### config.mk
export PLATFORM = sky130hd
export DESIGN_NAME = exwb_stage_flat
export DESIGN_NICKNAME = d
export VERILOG_FILES = /design/src/rtl/exwb_stage_if.sv /design/src/rtl/exwb_stage.sv /design/src/flat_wrapper.sv
export SDC_FILE = /design/constraint.sdc
export NUM_CORES = 1
export LEC_CHECK = 0
export CORE_MARGIN = 5
export CORE_UTILIZATION = 39
export DETAILED_ROUTE_END_ITERATION = 8
export GPL_TIMING_DRIVEN = 0
export HOLD_SLACK_MARGIN = 0.03
export PLACE_DENSITY = 0.81
export SYNTH_ARGS = -nofsm -noshare
export SYNTH_HDL_FRONTEND = slang
export SYNTH_SLANG_ARGS = --single-unit
### constraint.sdc
create_clock -name clk -period 3.6 [get_ports clk]
set_input_delay 0.54 -clock clk [delete_from_list [all_inputs] [get_ports clk]]
set_output_delay 0.54 -clock clk [all_outputs]
set_load 0.02 [all_outputs]
### src/rtl/exwb_stage_if.sv
// ============================================================================
//  Module      : exwb_stage_if
//  Description : EX-to-WB pipeline bus: EX controls and data in, WB results out.
//  Revision    : 1.0 - initial release
// ============================================================================
`default_nettype none

interface exwb_stage_if;
    logic        stall;
    logic        flush;
    logic        regwrite_EX;
    logic        enhilo_EX;
    logic [1:0]  regsel_EX;
    logic        rdrt_EX;
    logic        gpio_we_EX;
    logic [4:0]  rd_EX;
    logic [4:0]  rt_EX;
    logic [31:0] alu_lo_EX;
    logic [31:0] alu_hi_EX;
    logic [31:0] rt_data_EX;
    logic [31:0] gpio_in;
    logic        regwrite_WB;
    logic [4:0]  regdest_WB;
    logic [31:0] writedata_WB;
    logic [31:0] hi_q;
    logic [31:0] lo_q;
    logic [31:0] gpio_out;

    modport master (
        output stall, flush, regwrite_EX, enhilo_EX, regsel_EX, rdrt_EX,
               gpio_we_EX, rd_EX, rt_EX, alu_lo_EX, alu_hi_EX, rt_data_EX,
               gpio_in,
        input  regwrite_WB, regdest_WB, writedata_WB, hi_q, lo_q, gpio_out
    );

    modport slave (
        input  stall, flush, regwrite_EX, enhilo_EX, regsel_EX, rdrt_EX,
               gpio_we_EX, rd_EX, rt_EX, alu_lo_EX, alu_hi_EX, rt_data_EX,
               gpio_in,
        output regwrite_WB, regdest_WB, writedata_WB, hi_q, lo_q, gpio_out
    );
endinterface

`default_nettype wire

### src/rtl/exwb_stage.sv
// ============================================================================
//  Module      : exwb_stage
//  Description : EX/WB pipeline register with HI/LO, GPIO out and synchronized
//                GPIO in. Optional GPIO path enabled by macro EXWB_GPIO_EN.
//  Revision    : 1.0 - initial release
// ============================================================================
`default_nettype none

module exwb_stage (
    input  wire logic    clk,
    input  wire logic    rst,
    exwb_stage_if.slave  bus
);

    logic [4:0]  w_dest;
    logic [31:0] w_sel_data;

    logic        r_regwrite;
    logic [4:0]  r_regdest;
    logic [31:0] r_writedata;
    logic [31:0] r_hi;
    logic [31:0] r_lo;

`ifdef EXWB_GPIO_EN
    logic [31:0] r_sync1;
    logic [31:0] r_sync2;
    logic [31:0] r_gpio_out;

    // Synchronizer free-runs through stall and flush.
    always_ff @(posedge clk or posedge rst) begin
        if (rst) begin
            r_sync1 <= 32'd0;
            r_sync2 <= 32'd0;
        end else begin
            r_sync1 <= bus.gpio_in;
            r_sync2 <= r_sync1;
        end
    end

    always_ff @(posedge clk or posedge rst) begin
        if (rst) begin
            r_gpio_out <= 32'd0;
        end else if (!bus.flush && !bus.stall && bus.gpio_we_EX) begin
            r_gpio_out <= bus.rt_data_EX;
        end
    end

    assign bus.gpio_out = r_gpio_out;
`else
    logic w_unused_gpio;
    assign w_unused_gpio = ^{bus.gpio_we_EX, bus.rt_data_EX, bus.gpio_in};
    assign bus.gpio_out  = 32'd0;
`endif

    assign w_dest = bus.rdrt_EX ? bus.rt_EX : bus.rd_EX;

    // HI/LO are read before this edge's update, so mfhi right after mult sees the new value.
    always_comb begin
        w_sel_data = bus.alu_lo_EX;
        case (bus.regsel_EX)
            2'b01:   w_sel_data = r_hi;
            2'b10:   w_sel_data = r_lo;
`ifdef EXWB_GPIO_EN
            2'b11:   w_sel_data = r_sync2;
`endif
            default: w_sel_data = bus.alu_lo_EX;
        endcase
    end

    always_ff @(posedge clk or posedge rst) begin
        if (rst) begin
            r_regwrite  <= 1'b0;
            r_regdest   <= 5'd0;
            r_writedata <= 32'd0;
            r_hi        <= 32'd0;
            r_lo        <= 32'd0;
        end else if (bus.flush) begin
            r_regwrite <= 1'b0;
        end else if (!bus.stall) begin
            r_regwrite  <= bus.regwrite_EX && (w_dest != 5'd0);
            r_regdest   <= w_dest;
            r_writedata <= w_sel_data;
            if (bus.enhilo_EX) begin
                r_hi <= bus.alu_hi_EX;
                r_lo <= bus.alu_lo_EX;
            end
        end
    end

    assign bus.regwrite_WB  = r_regwrite;
    assign bus.regdest_WB   = r_regdest;
    assign bus.writedata_WB = r_writedata;
    assign bus.hi_q         = r_hi;
    assign bus.lo_q         = r_lo;

endmodule

`default_nettype wire

### src/flat_wrapper.sv
// flat-port wrapper written by rule: the top's interface ports become plain ports
module exwb_stage_flat 
  (clk, rst, bus_stall, bus_flush, bus_regwrite_EX, bus_enhilo_EX, bus_regsel_EX, bus_rdrt_EX, bus_gpio_we_EX, bus_rd_EX, bus_rt_EX, bus_alu_lo_EX, bus_alu_hi_EX, bus_rt_data_EX, bus_gpio_in, bus_regwrite_WB, bus_regdest_WB, bus_writedata_WB, bus_hi_q, bus_lo_q, bus_gpio_out);
  exwb_stage_if bus_i ();
  input  wire logic clk;
  input  wire logic rst;
  input wire logic [$bits(bus_i.stall)-1:0] bus_stall;
  input wire logic [$bits(bus_i.flush)-1:0] bus_flush;
  input wire logic [$bits(bus_i.regwrite_EX)-1:0] bus_regwrite_EX;
  input wire logic [$bits(bus_i.enhilo_EX)-1:0] bus_enhilo_EX;
  input wire logic [$bits(bus_i.regsel_EX)-1:0] bus_regsel_EX;
  input wire logic [$bits(bus_i.rdrt_EX)-1:0] bus_rdrt_EX;
  input wire logic [$bits(bus_i.gpio_we_EX)-1:0] bus_gpio_we_EX;
  input wire logic [$bits(bus_i.rd_EX)-1:0] bus_rd_EX;
  input wire logic [$bits(bus_i.rt_EX)-1:0] bus_rt_EX;
  input wire logic [$bits(bus_i.alu_lo_EX)-1:0] bus_alu_lo_EX;
  input wire logic [$bits(bus_i.alu_hi_EX)-1:0] bus_alu_hi_EX;
  input wire logic [$bits(bus_i.rt_data_EX)-1:0] bus_rt_data_EX;
  input wire logic [$bits(bus_i.gpio_in)-1:0] bus_gpio_in;
  output wire logic [$bits(bus_i.regwrite_WB)-1:0] bus_regwrite_WB;
  output wire logic [$bits(bus_i.regdest_WB)-1:0] bus_regdest_WB;
  output wire logic [$bits(bus_i.writedata_WB)-1:0] bus_writedata_WB;
  output wire logic [$bits(bus_i.hi_q)-1:0] bus_hi_q;
  output wire logic [$bits(bus_i.lo_q)-1:0] bus_lo_q;
  output wire logic [$bits(bus_i.gpio_out)-1:0] bus_gpio_out;
  assign bus_i.stall = bus_stall;
  assign bus_i.flush = bus_flush;
  assign bus_i.regwrite_EX = bus_regwrite_EX;
  assign bus_i.enhilo_EX = bus_enhilo_EX;
  assign bus_i.regsel_EX = bus_regsel_EX;
  assign bus_i.rdrt_EX = bus_rdrt_EX;
  assign bus_i.gpio_we_EX = bus_gpio_we_EX;
  assign bus_i.rd_EX = bus_rd_EX;
  assign bus_i.rt_EX = bus_rt_EX;
  assign bus_i.alu_lo_EX = bus_alu_lo_EX;
  assign bus_i.alu_hi_EX = bus_alu_hi_EX;
  assign bus_i.rt_data_EX = bus_rt_data_EX;
  assign bus_i.gpio_in = bus_gpio_in;
  assign bus_regwrite_WB = bus_i.regwrite_WB;
  assign bus_regdest_WB = bus_i.regdest_WB;
  assign bus_writedata_WB = bus_i.writedata_WB;
  assign bus_hi_q = bus_i.hi_q;
  assign bus_lo_q = bus_i.lo_q;
  assign bus_gpio_out = bus_i.gpio_out;
  exwb_stage u_core (.clk(clk), .rst(rst), .bus(bus_i));
endmodule
After elaboration in Yosys (flattened, before gate mapping)
Cells that the tools add are included.

Logic and storage cells: 18. Bits of input ports: 148. Flip-flop bits (word level): 102. Output and inout port bits: 134.

Bitwise logic cells: 2. Multiplexer cells: 4. Eq/ne operators: 3. Reductions and logical operators: 4.

Operator list (number): 32-bit one-hot mux with 2 select lines (1); 5-bit two-way mux (1); 5-bit nonzero test (1); 3-bit AND reduction (1); 2-bit by 1-bit equality test with 1-bit output (second input constant) (1); 2-bit equality test (second input constant) (1); 1-bit two-way mux (2); 2-bit by 1-bit != test with 1-bit output (second input constant) (1); 1-bit NOT (2); 2-bit AND reduction (1); 1-bit logical AND (1).

Depth between registers and ports, before layout
Gate-level depths: netlist (run 1).

Word-level depth: 5. Mapped depth: 6. Mapped depth without buffers: 4.

Worst setup path before layout (run 1)
Ideal clock, no wire load.

Path type: input port to flip-flop. From: input bus_regsel_EX[0]. To: register u_core.r_writedata[18] (netlist: u_core.bus.writedata_WB[18]). Data required time: 3465 ps. Path slack: 2012 ps. Arrival time: 1453 ps. Buffers on the path: 2. Stages on the path: 6. Cells stage by stage: inv_1 -> ha_1 -> buf_2 -> clkbuf_1 -> a221oi_1 -> o31ai_1.

Longest elaborated chain between the ends: 2. Elaborated cells between the ends (all ways): 3. Classes of those cells: eq/ne: 2; mux: 1.

Ends and longest elaborated chain: start, declared (line flat_wrapper.sv:11) `input wire logic [$bits(bus_i.regsel_EX)-1:0] bus_regsel_EX;`; 2-bit equality test / 2-bit by 1-bit equality test with 1-bit output (equally long branches) (line exwb_stage.sv:60) `case (bus.regsel_EX)`; 32-bit one-hot mux with 2 select lines (*) (line exwb_stage.sv:60); end signal, assigned (line exwb_stage.sv:82) `r_writedata <= w_sel_data;`; end, declared (line exwb_stage.sv:20) `logic [31:0] r_writedata;`.

Mark *: on every way between the ends. The rest lies on a longest branch, timed or not. A chain may end at the register's enable or synchronous reset.

Final worst setup path (run 1)
From: input bus_regsel_EX[0]. To: register u_core.r_writedata[16] (netlist: u_core.bus.writedata_WB[16]).

The elaborated chain is that of the path after synthesis.

==> results of run 1 <==
## per-stage QoR
step / setup WS (ns) / util, % / std cells
4_1_cts: 1.42 / 59.5 / 788
2_1_floorplan: 0.385 / - / 418
3_3_place_gp: -1.08 / 56.9 / 773
5_1_grt: 1.31 / 59.5 / 788
3_5_place_dp: 1.08 / 57.2 / 774
6_report: 1.43 / 59.5 / 788
## flip-flops by register name, summed over array words and instances, names as in the netlist
signal and flops:
u_core.bus.hi_q 32, u_core.bus.lo_q 32, u_core.bus.writedata_WB 32, u_core.bus.regdest_WB 5, u_core.bus.regwrite_WB 1
## worst min-delay path, cell delays in order, from the launching register on
cell,delay [ns]
dfrtp_1,0.34
nand2_1,0.05
o31ai_1,0.06
## metal layers
layer	GRT usage, %	vias to the layer above
li1	-	1788
met1	23.4	1940
met2	33.4	171
met3	5.31	20
met4	8.30	0
met5	0	-
## power groups by stage
| stage | sequential, mW | clock, mW | combinational, mW |
|---|---|---|---|
| floorplan | 1.77 | 0 | 0.455 |
| detailed placement | 1.54 | 0 | 1.35 |
| global placement | 1.53 | 0 | 1.32 |
| CTS | 1.52 | 0.991 | 1.36 |
| global route | 1.56 | 1.04 | 1.42 |
| finish | 1.52 | 0.985 | 1.34 |
## worst min path at each step
| stage | to | slack, ns | cells after the start | from |
|---|---|---|---|---|
| 2_1_floorplan | u_core.bus.regdest_WB[0]$_DFFE_PP0N_ | 0.58 | 2 | u_core.bus.regdest_WB[0]$_DFFE_PP0N_ |
| 3_3_place_gp | u_core.bus.writedata_WB[20]$_DFFE_PP0N_ | 0.46 | 2 | u_core.bus.writedata_WB[20]$_DFFE_PP0N_ |
| 3_5_place_dp | u_core.bus.writedata_WB[3]$_DFFE_PP0N_ | 0.47 | 2 | u_core.bus.writedata_WB[3]$_DFFE_PP0N_ |
| 4_1_cts | u_core.bus.writedata_WB[7]$_DFFE_PP0N_ | 0.48 | 2 | u_core.bus.writedata_WB[7]$_DFFE_PP0N_ |
| 5_1_grt | u_core.bus.writedata_WB[7]$_DFFE_PP0N_ | 0.50 | 2 | u_core.bus.writedata_WB[7]$_DFFE_PP0N_ |
| 6_report | u_core.bus.writedata_WB[9]$_DFFE_PP0N_ | 0.48 | 2 | u_core.bus.writedata_WB[9]$_DFFE_PP0N_ |
## Yosys cell counts
| master | n |
|---|---|
| nor3_1 | 1 |
| nor2b_1 | 32 |
| o31ai_1 | 32 |
| and2_4 | 1 |
| mux2i_1 | 5 |
| nor4_1 | 1 |
| a31o_2 | 1 |
| buf_8 | 1 |
| clkbuf_1 | 15 |
| conb_1 | 1 |
| mux2_2 | 4 |
| a221oi_1 | 32 |
| nor2_1 | 2 |
| buf_12 | 6 |
| buf_6 | 2 |
| ha_1 | 2 |
| buf_2 | 4 |
| buf_1 | 1 |
| dfrtp_1 | 102 |
| nand2_1 | 38 |
| o21ai_0 | 5 |
| inv_1 | 3 |
| or2_1 | 1 |
| nor3b_1 | 1 |
| o22ai_1 | 1 |
| nor4b_1 | 1 |
| buf_4 | 32 |
| mux2_4 | 60 |
## kinds of logic after synthesis
logic type               after synthesis  synth area share (%)
buffers and inverters                 64                  9.75
AND/OR/NAND/NOR                       78                  7.83
multiplexers                          69                  19.8
AO/OA/AOI/OAI                         71                  11.2
adder cells (fa/ha/maj)                2                 0.498
flip-flops                           102                  50.8
other                                  1                0.0747
## cell type report
type | instances | share of cell area (%)
Buffer | 61 | 6.37
Tap cell | 172 | 2.87
Inverter | 3 | 0.183
Timing Repair Buffer | 184 | 24.8
Clock inverter | 1 | 0.400
Multi-Input combinational cell | 252 | 27.9
Clock buffer | 13 | 3.47
Sequential cell | 102 | 34.0
==> reports/results.ini, run 1 <==
[pwr]
internal_power_mw = 2.65
p_switching_mw = 1.20
switching_share_pct = 31.2
p_clk_share_pct = 25.6
p_leak_nw = 3.28
combPwrFrac_pct = 34.9
power_per_cell_area_nw_per_um2 = 514
p_seq_share_pct = 39.6
totalPowerFinal_mw = 3.85
ir_drop_mv = 0.288

[yosys]
syn_area_sq_um = 5020
synth.area.top_cells = dfrtp_1 (51%), mux2_4 (18%), a221oi_1 (5.6%)
syn_area_per_cell_sq_um = 13.0
yosysUniqueCellTypes = 28
synth_top_cell_by_area = dfrtp_1
synth_seq_area_share_pct = 50.8
syn_inst = 387
synth_top_area_share_pct = 50.8
synth_warnings = 0
synth-seq-cells = 102

[layout]
fin_nets = 763
multiInputGateArea_sq_um = 2090
final_layout_size_suffix_gt1_share_pct = 20.3
synthToLayoutAreaGrowth_pct = 49.5
design_area_sq_um = 7500
mostFrequentLayoutCell = clkdlybuf4s50_1
seqCellArea_sq_um = 2550
layout_common_cells = clkdlybuf4s50_1 (183), dfrtp_1 (102), mux2_4 (60), nand2_1 (38)
n_antenna_cell = 0
n_fill_cell = 1022

[sta]
fin_tns_setup_ns = 0
clock_skew_ns = 0.00938
finalHoldViolations = 0
setup_violations = 0
rsz0062_at_grt = false
post-route-period-util_pct = 60.4
fmax_mhz = 460
holdWs_ns = 0.484
slew_headroom_pct = 57.1
drv_slew = 0
fin_crit_ns = 2.17
tightest_slew_ns = 0.643

[route]
via_per_inst = 4.97
vias = 3919
drt_wl_total_microns = 14900
wl_met3_microns = 1150
firstDrtPassIters = 4
highest_layer = met4
drcViolationCount = 0
first_iter_violations = 332
wl_met2_microns = 7650
ant_nets = 0
post_drt_wl_per_cell_microns = 18.9
met1_length_microns = 5830

[worst_setup_path]
startpoint_type = input port
r2r_end = u_core.bus.writedata_WB[16]$_DFFE_PP0N_
slowest_delay_ns = 0.49
r2r_cells = 2
endpoint_kind = flip-flop
rr_startpoint = u_core.bus.lo_q[16]$_DFFE_PP0P_
critPathLaunch = bus_regsel_EX[0]
r2r_setup_slack_ns = 2.59
critical_path_class = in -> reg
critical_path.top_delay_family = buffers and inverters
worstPathRequired_ns = 3.83
cp_num_buf_inv = 4
cp_slowest_cell = clkdlybuf4s50_1
worstPathArrival_ns = 2.41
cp.depth = 7
worstPathMaxFanout = 10
worstSetupEndpoint = u_core.bus.writedata_WB[16]$_DFFE_PP0N_
cp_cell_sequence = clkdlybuf4s50_1 > inv_1 > ha_1 > buf_2 > clkbuf_1 > a221oi_1 > o31ai_1

[run_status]
status = finished clean

[worst_hold_path]
hold_path_class = reg -> reg

[clock_tree]
cts-root-buf = clkbuf_16
post_cts_buffers = 0
cts.clk_slew.worst_paths_ns = 0.06
clk_latency_ns = 0.35
h-tree-depth = 3
clk_path_buf_depth = 2
cts_tree = done
cts_resized = 0
clkSinkCount = 102
numCtsBuffers = 9
holdBufCountCts = 0

[die]
start_util_pct = 39.8
rows = 41
fp.dieW_microns = 123
dieArea_sq_um = 15200
io_pins = 282
coreArea_sq_um = 12600
dieHeight_microns = 123

[placement]
port_buffers = 183
place_area_sq_um = 7210
hpwl_microns = 11000
gp_congestion = 0.832

[grt]
grt_pass1_vias = 4230
grt_util_all_layers_pct = 19.7
grt.overflow.total = 0
grt_pass1_wl_microns = 22700
antenna_found_initial = 0
grt_max_degree = 54

[run]
cap_violations = 0

No activity file was read; power rests on OpenSTA's default activity.
==> run 2, diff against run 1 <==
- clock period: 3.6 -> 2.25 ns (I/O delays scaled with it)
==> reports/results.ini, run 2 (same netlist as run 1, synthesis figures left out) <==
[run_status]
status = finished clean

[sta]
setup_violations = 0  ; unchanged
fin_crit_ns = 1.93
rsz0062_at_grt = false
drv_slew = 0  ; unchanged
tightest_slew_ns = 0.656  ; +0.0129 ns
holdWs_ns = 0.442  ; -0.0417 ns
finalHoldViolations = 0  ; unchanged
slew_headroom_pct = 56.2  ; -0.95 points
post-route-period-util_pct = 85.8
clock_skew_ns = 0.00769  ; -0.00169 ns
fmax_mhz = 518

[die]
start_util_pct = 39.8  ; unchanged
io_pins = 282  ; unchanged
dieArea_sq_um = 15200  ; unchanged
coreArea_sq_um = 12600  ; unchanged
dieHeight_microns = 123  ; unchanged
fp.dieW_microns = 123  ; unchanged
rows = 41  ; unchanged

[pwr]
power_per_cell_area_nw_per_um2 = 817  ; +59%
ir_drop_mv = 0.534  ; +85%
p_leak_nw = 3.28  ; about the same

[worst_setup_path]
worstPathArrival_ns = 2.17  ; -0.24 ns
rr_startpoint = u_core.bus.lo_q[23]$_DFFE_PP0P_
slowest_delay_ns = 0.48  ; about the same
cp_cell_sequence = clkdlybuf4s50_1 > inv_1 > ha_1 > buf_2 > clkbuf_1 > a221oi_1 > o31ai_1
cp.depth = 7  ; unchanged
startpoint_type = input port
cp_slowest_cell = clkdlybuf4s50_1
critical_path.top_delay_family = buffers and inverters
worstPathMaxFanout = 10  ; unchanged
worstSetupEndpoint = u_core.bus.writedata_WB[16]$_DFFE_PP0N_
critical_path_class = in -> reg
critPathLaunch = bus_regsel_EX[0]
cp_num_buf_inv = 4  ; unchanged
r2r_cells = 2  ; unchanged
endpoint_kind = flip-flop
r2r_setup_slack_ns = 1.27  ; -1.32 ns
worstPathRequired_ns = 2.49  ; -1.34 ns
r2r_end = u_core.bus.writedata_WB[23]$_DFFE_PP0N_

[clock_tree]
cts-root-buf = clkbuf_16
clkSinkCount = 102  ; unchanged
h-tree-depth = 3  ; unchanged
cts.clk_slew.worst_paths_ns = 0.06  ; about the same
holdBufCountCts = 0  ; unchanged
cts_resized = 0  ; unchanged
numCtsBuffers = 9  ; unchanged
clk_latency_ns = 0.34  ; about the same
post_cts_buffers = 0  ; unchanged
clk_path_buf_depth = 2  ; unchanged
cts_tree = done

[layout]
layout_common_cells = clkdlybuf4s50_1 (183), dfrtp_1 (102), mux2_4 (60), nand2_1 (38)
seqCellArea_sq_um = 2550  ; unchanged
fin_nets = 764  ; +0.13%
design_area_sq_um = 7520  ; +0.18%
mostFrequentLayoutCell = clkdlybuf4s50_1
utilization_pct = 59.6  ; +0.11 points
multiInputGateArea_sq_um = 2090  ; unchanged
synthToLayoutAreaGrowth_pct = 49.8
n_antenna_cell = 0  ; unchanged
final_layout_size_suffix_gt1_share_pct = 20.6  ; +0.26 points
n_fill_cell = 1027  ; +0.49%

[route]
drcViolationCount = 0  ; unchanged
first_iter_violations = 217  ; -35%
drt_wl_total_microns = 14600  ; -2.2%
firstDrtPassIters = 4  ; unchanged
ant_nets = 0  ; unchanged
vias = 3896  ; -0.59%
via_per_inst = 4.93  ; -0.84%
post_drt_wl_per_cell_microns = 18.5  ; -2.4%

[worst_hold_path]
hold_path_class = in -> reg

[placement]
place_area_sq_um = 7230  ; +0.19%
gp_congestion = 0.821  ; -1.4%
hpwl_microns = 11000  ; +0.19%
port_buffers = 183  ; unchanged

[grt]
grt_pass1_wl_microns = 22200  ; -2.2%
grt_util_all_layers_pct = 19.1  ; -0.52 points
grt_max_degree = 41  ; -24%
grt.overflow.total = 0  ; unchanged
antenna_found_initial = 0  ; unchanged
grt_pass1_vias = 4167  ; -1.5%

[run]
cap_violations = 0  ; unchanged

-- run 2: cell count changes in the layout (fill, tap and decap cells not counted), sizes merged --
cell	previous run	this run
buf	47	48
clkbuf	28	27
clkinv	0	1
clkinvlp	0	1
-- run 2: worst min-delay path by stage --
stage                                            startpoint  slack [ns]  depth (start not counted)                                 endpoint
finish                                          bus_rdrt_EX        0.44                          3     u_core.bus.regdest_WB[2]$_DFFE_PP0N_
global route                                    bus_rdrt_EX        0.47                          3     u_core.bus.regdest_WB[2]$_DFFE_PP0N_
CTS                                             bus_rdrt_EX        0.43                          3     u_core.bus.regdest_WB[2]$_DFFE_PP0N_
detailed placement   u_core.bus.writedata_WB[3]$_DFFE_PP0N_        0.47                          2   u_core.bus.writedata_WB[3]$_DFFE_PP0N_
global placement    u_core.bus.writedata_WB[20]$_DFFE_PP0N_        0.46                          2  u_core.bus.writedata_WB[20]$_DFFE_PP0N_
floorplan                                  bus_alu_hi_EX[0]        0.49                          1           u_core.bus.hi_q[0]$_DFFE_PP0P_
-- run 2: power by group --
part           switching (mW)  leakage, nW  internal (mW)  total (mW)
logic                   0.986         1.90           1.16        2.15
registers               0.264         1.23           2.17        2.43
clock network           0.671        0.143          0.891        1.56
total                    1.92         3.28           4.22        6.14
-- run 2: worst min-delay path, stage by stage --
cell	delay, ns
buf_2	0.17
mux2i_1	0.15
o21ai_0	0.08
-- run 2: cell type report --
type	count	share of cell area, %
plain buffers	61	6.36
repair buffers	185	24.9
multi-input cells	252	27.9
well taps	172	2.86
inverters	3	0.200
clock inverters	3	0.583
clock buffers	12	3.28
flip-flops and latches	102	34.0
-- run 2: per-stage QoR --
| step | cells | total power, mW | TNS, ns | setup WS, ns |
|---|---|---|---|---|
| floorplan | 418 | 3.55 | 0 | 0.695 |
| global placement | 773 | 4.55 | -30.68 | -0.308 |
| detailed placement | 775 | 4.62 | -0.327 | -0.0535 |
| CTS | 790 | 6.20 | 0 | 0.303 |
| global route | 790 | 6.43 | 0 | 0.0968 |
| finish | 790 | 6.14 | 0 | 0.319 |
-- run 2: layer usage --
metal | share of wire [%] | track usage, % | up-vias
met5 | 0 | 0 | -
met2 | 49 | 32.1 | 167
met4 | 2.0 | 6.30 | 0
met3 | 8.6 | 6.27 | 25
met1 | 40 | 23.3 | 1917
li1 | - | - | 1787
==> patch: new RTL, config.mk and constraints of run 1 <==
Build with the macro `EXWB_GPIO_EN` defined.
--- a/src/rtl/exwb_stage.sv
+++ b/src/rtl/exwb_stage.sv
@@ -6,4 +6,6 @@
 // ============================================================================
 `default_nettype none
+
+`define EXWB_GPIO_EN
 
 module exwb_stage (
Formal check against the unedited RTL: not equivalent (a bounded check fails within 4 cycles, from zero or initial values and one cycle with rst high).
==> patch against run 1 <==
- design area is 52% higher
- die area is 47% higher
- wire length is 34% higher
- clock power is 95% higher
- core utilization down 0.38 points
- critical path depth fell by 3
- worst setup slack improved by 0.058 ns
- register-to-register slack worse by 0.32 ns
- clock skew is 0.00061 ns higher
- critical path type unchanged
- synthesized area rose by 51%
- combinational power grew 37%
- total power rose by 70%
- sequential cell count up 96
- fmax increased by 2.7%
==> patch: results (changes against run 1) <==
Finish
  • Bufs w/o clock: 307 (+25%)
  • Final clock-cell share: 5.20% (+1.3 points)
  • Multi-input gates: 186 (-26%)
  • Share of cells above drive strength 1: 30.0% (+9.7 points)
  • Fin nets: 859 (+13%)
  • Clock Buffer Count: 18 (+5)
  • Multi-input gate area: 2450 um2 (+17%)
  • Layout non-clock buf frac: 27.0% (-4.2 points)
  • Inverters excl. clock: 1 (-2)
  • Storage element area: 4950 um2 (+94%)

Synthesis
  • Unique masters post-synth: 26 (-7.1%)
  • Post-synthesis mux area share: 30.7% (+11 points)
  • Sequential fraction of the synthesis area: 65.2% (+14 points)
  • Synth Area in Compound Gates: 0.527% (-11 points)
  • Cell count after synthesis: 408 (+5.4%)

Global routing
  • Met2 Use GR: 31.4% (-2.1 points)
  • First-pass GRT wire length: 31100 um (+37%)
  • Maximum number of pins on one net before global-route repair: 45 (-17%)
  • Initial antenna violation count: 1 (+1)
  • Vias in the first global route: 5500 (+30%)
  • Total Routing Usage GR: 18.2% (-1.4 points)
  • Met1 usage: 21.6% (-1.8 points)

Routing
  • Met2 Routed Length: 10400 um (+36%)
  • Final wirelength: 20000 um (+34%)
  • Vias per inst: 4.83 (-2.8%)
  • Met3 wire length: 1330 um (+15%)
  • Met1 wire length: 7690 um (+32%)

Timing
  • Slew margin rel.: 48.4% (-8.7 points)
  • Worst Skew: 0.00998 ns (+0.000606 ns)

Worst setup path
  • Worst reg2reg setup slack: 2.27 ns (-0.32 ns)
  • Worst setup endpoint: u_core.bus.writedata_WB[18]$_DFFE_PP0N_
  • Launch point of the critical path: bus_regsel_EX[1]
  • Reg2reg end: u_core.bus.writedata_WB[30]$_DFFE_PP0N_

Min path
  • Hold-critical path endpoint: u_core.r_sync2[16]$_DFF_PP0_
  • Cells on Worst Hold Path: 0 (-2)
  • Hold_sp: u_core.r_sync1[16]$_DFF_PP0_

Placed design
  • Placer Congestion: 0.833 (about the same)

Status
  • Status: finished clean

CTS
  • TritonCTS Buffers: 17 (+8)
  • H-tree depth: 4 (+1)
  • Clock sink count: 198 (+94%)

Power and ir drop
  • VDD IR max: 0.317 mV (+10%)
  • Pleak: 4.74 nW (+45%)
[patch: cell types whose count changed after synthesis, moves of 3 or more]
cell      before  now
mux2_4        60   30
buf_12         6    3
a221oi_1      32    0
mux2_2         4   97
o21ai_0        5    0
nand2_1       38    1
mux4_2         0   30
nor2_1         2    6
buf_4         32   10
clkbuf_1      15    1
a21oi_1        0    5
nor2b_1       32    0
dfrtp_1      102  198
o31ai_1       32    0
[patch: power by group]
part,switching [mW],internal [mW]
logic,0.786,1.05
clock network,0.870,1.05
registers,0.225,2.57
total,1.88,4.66
[patch: per-stage QoR]
step	setup WS, ns	utilization (%)	cell area, um2
after CTS	1.50	59.1	11400
after detailed placement	1.06	56.0	10800
after global routing	1.42	59.1	11400
after floorplan	0.500	-	7600
final	1.48	59.1	11400
after global placement	-0.918	55.5	10700
[patch: critical path, stage by stage]
cell	delay [ns]
clkdlybuf4s50_1	0.57
buf_1	0.62
mux4_2	0.42
mux2_4	0.27
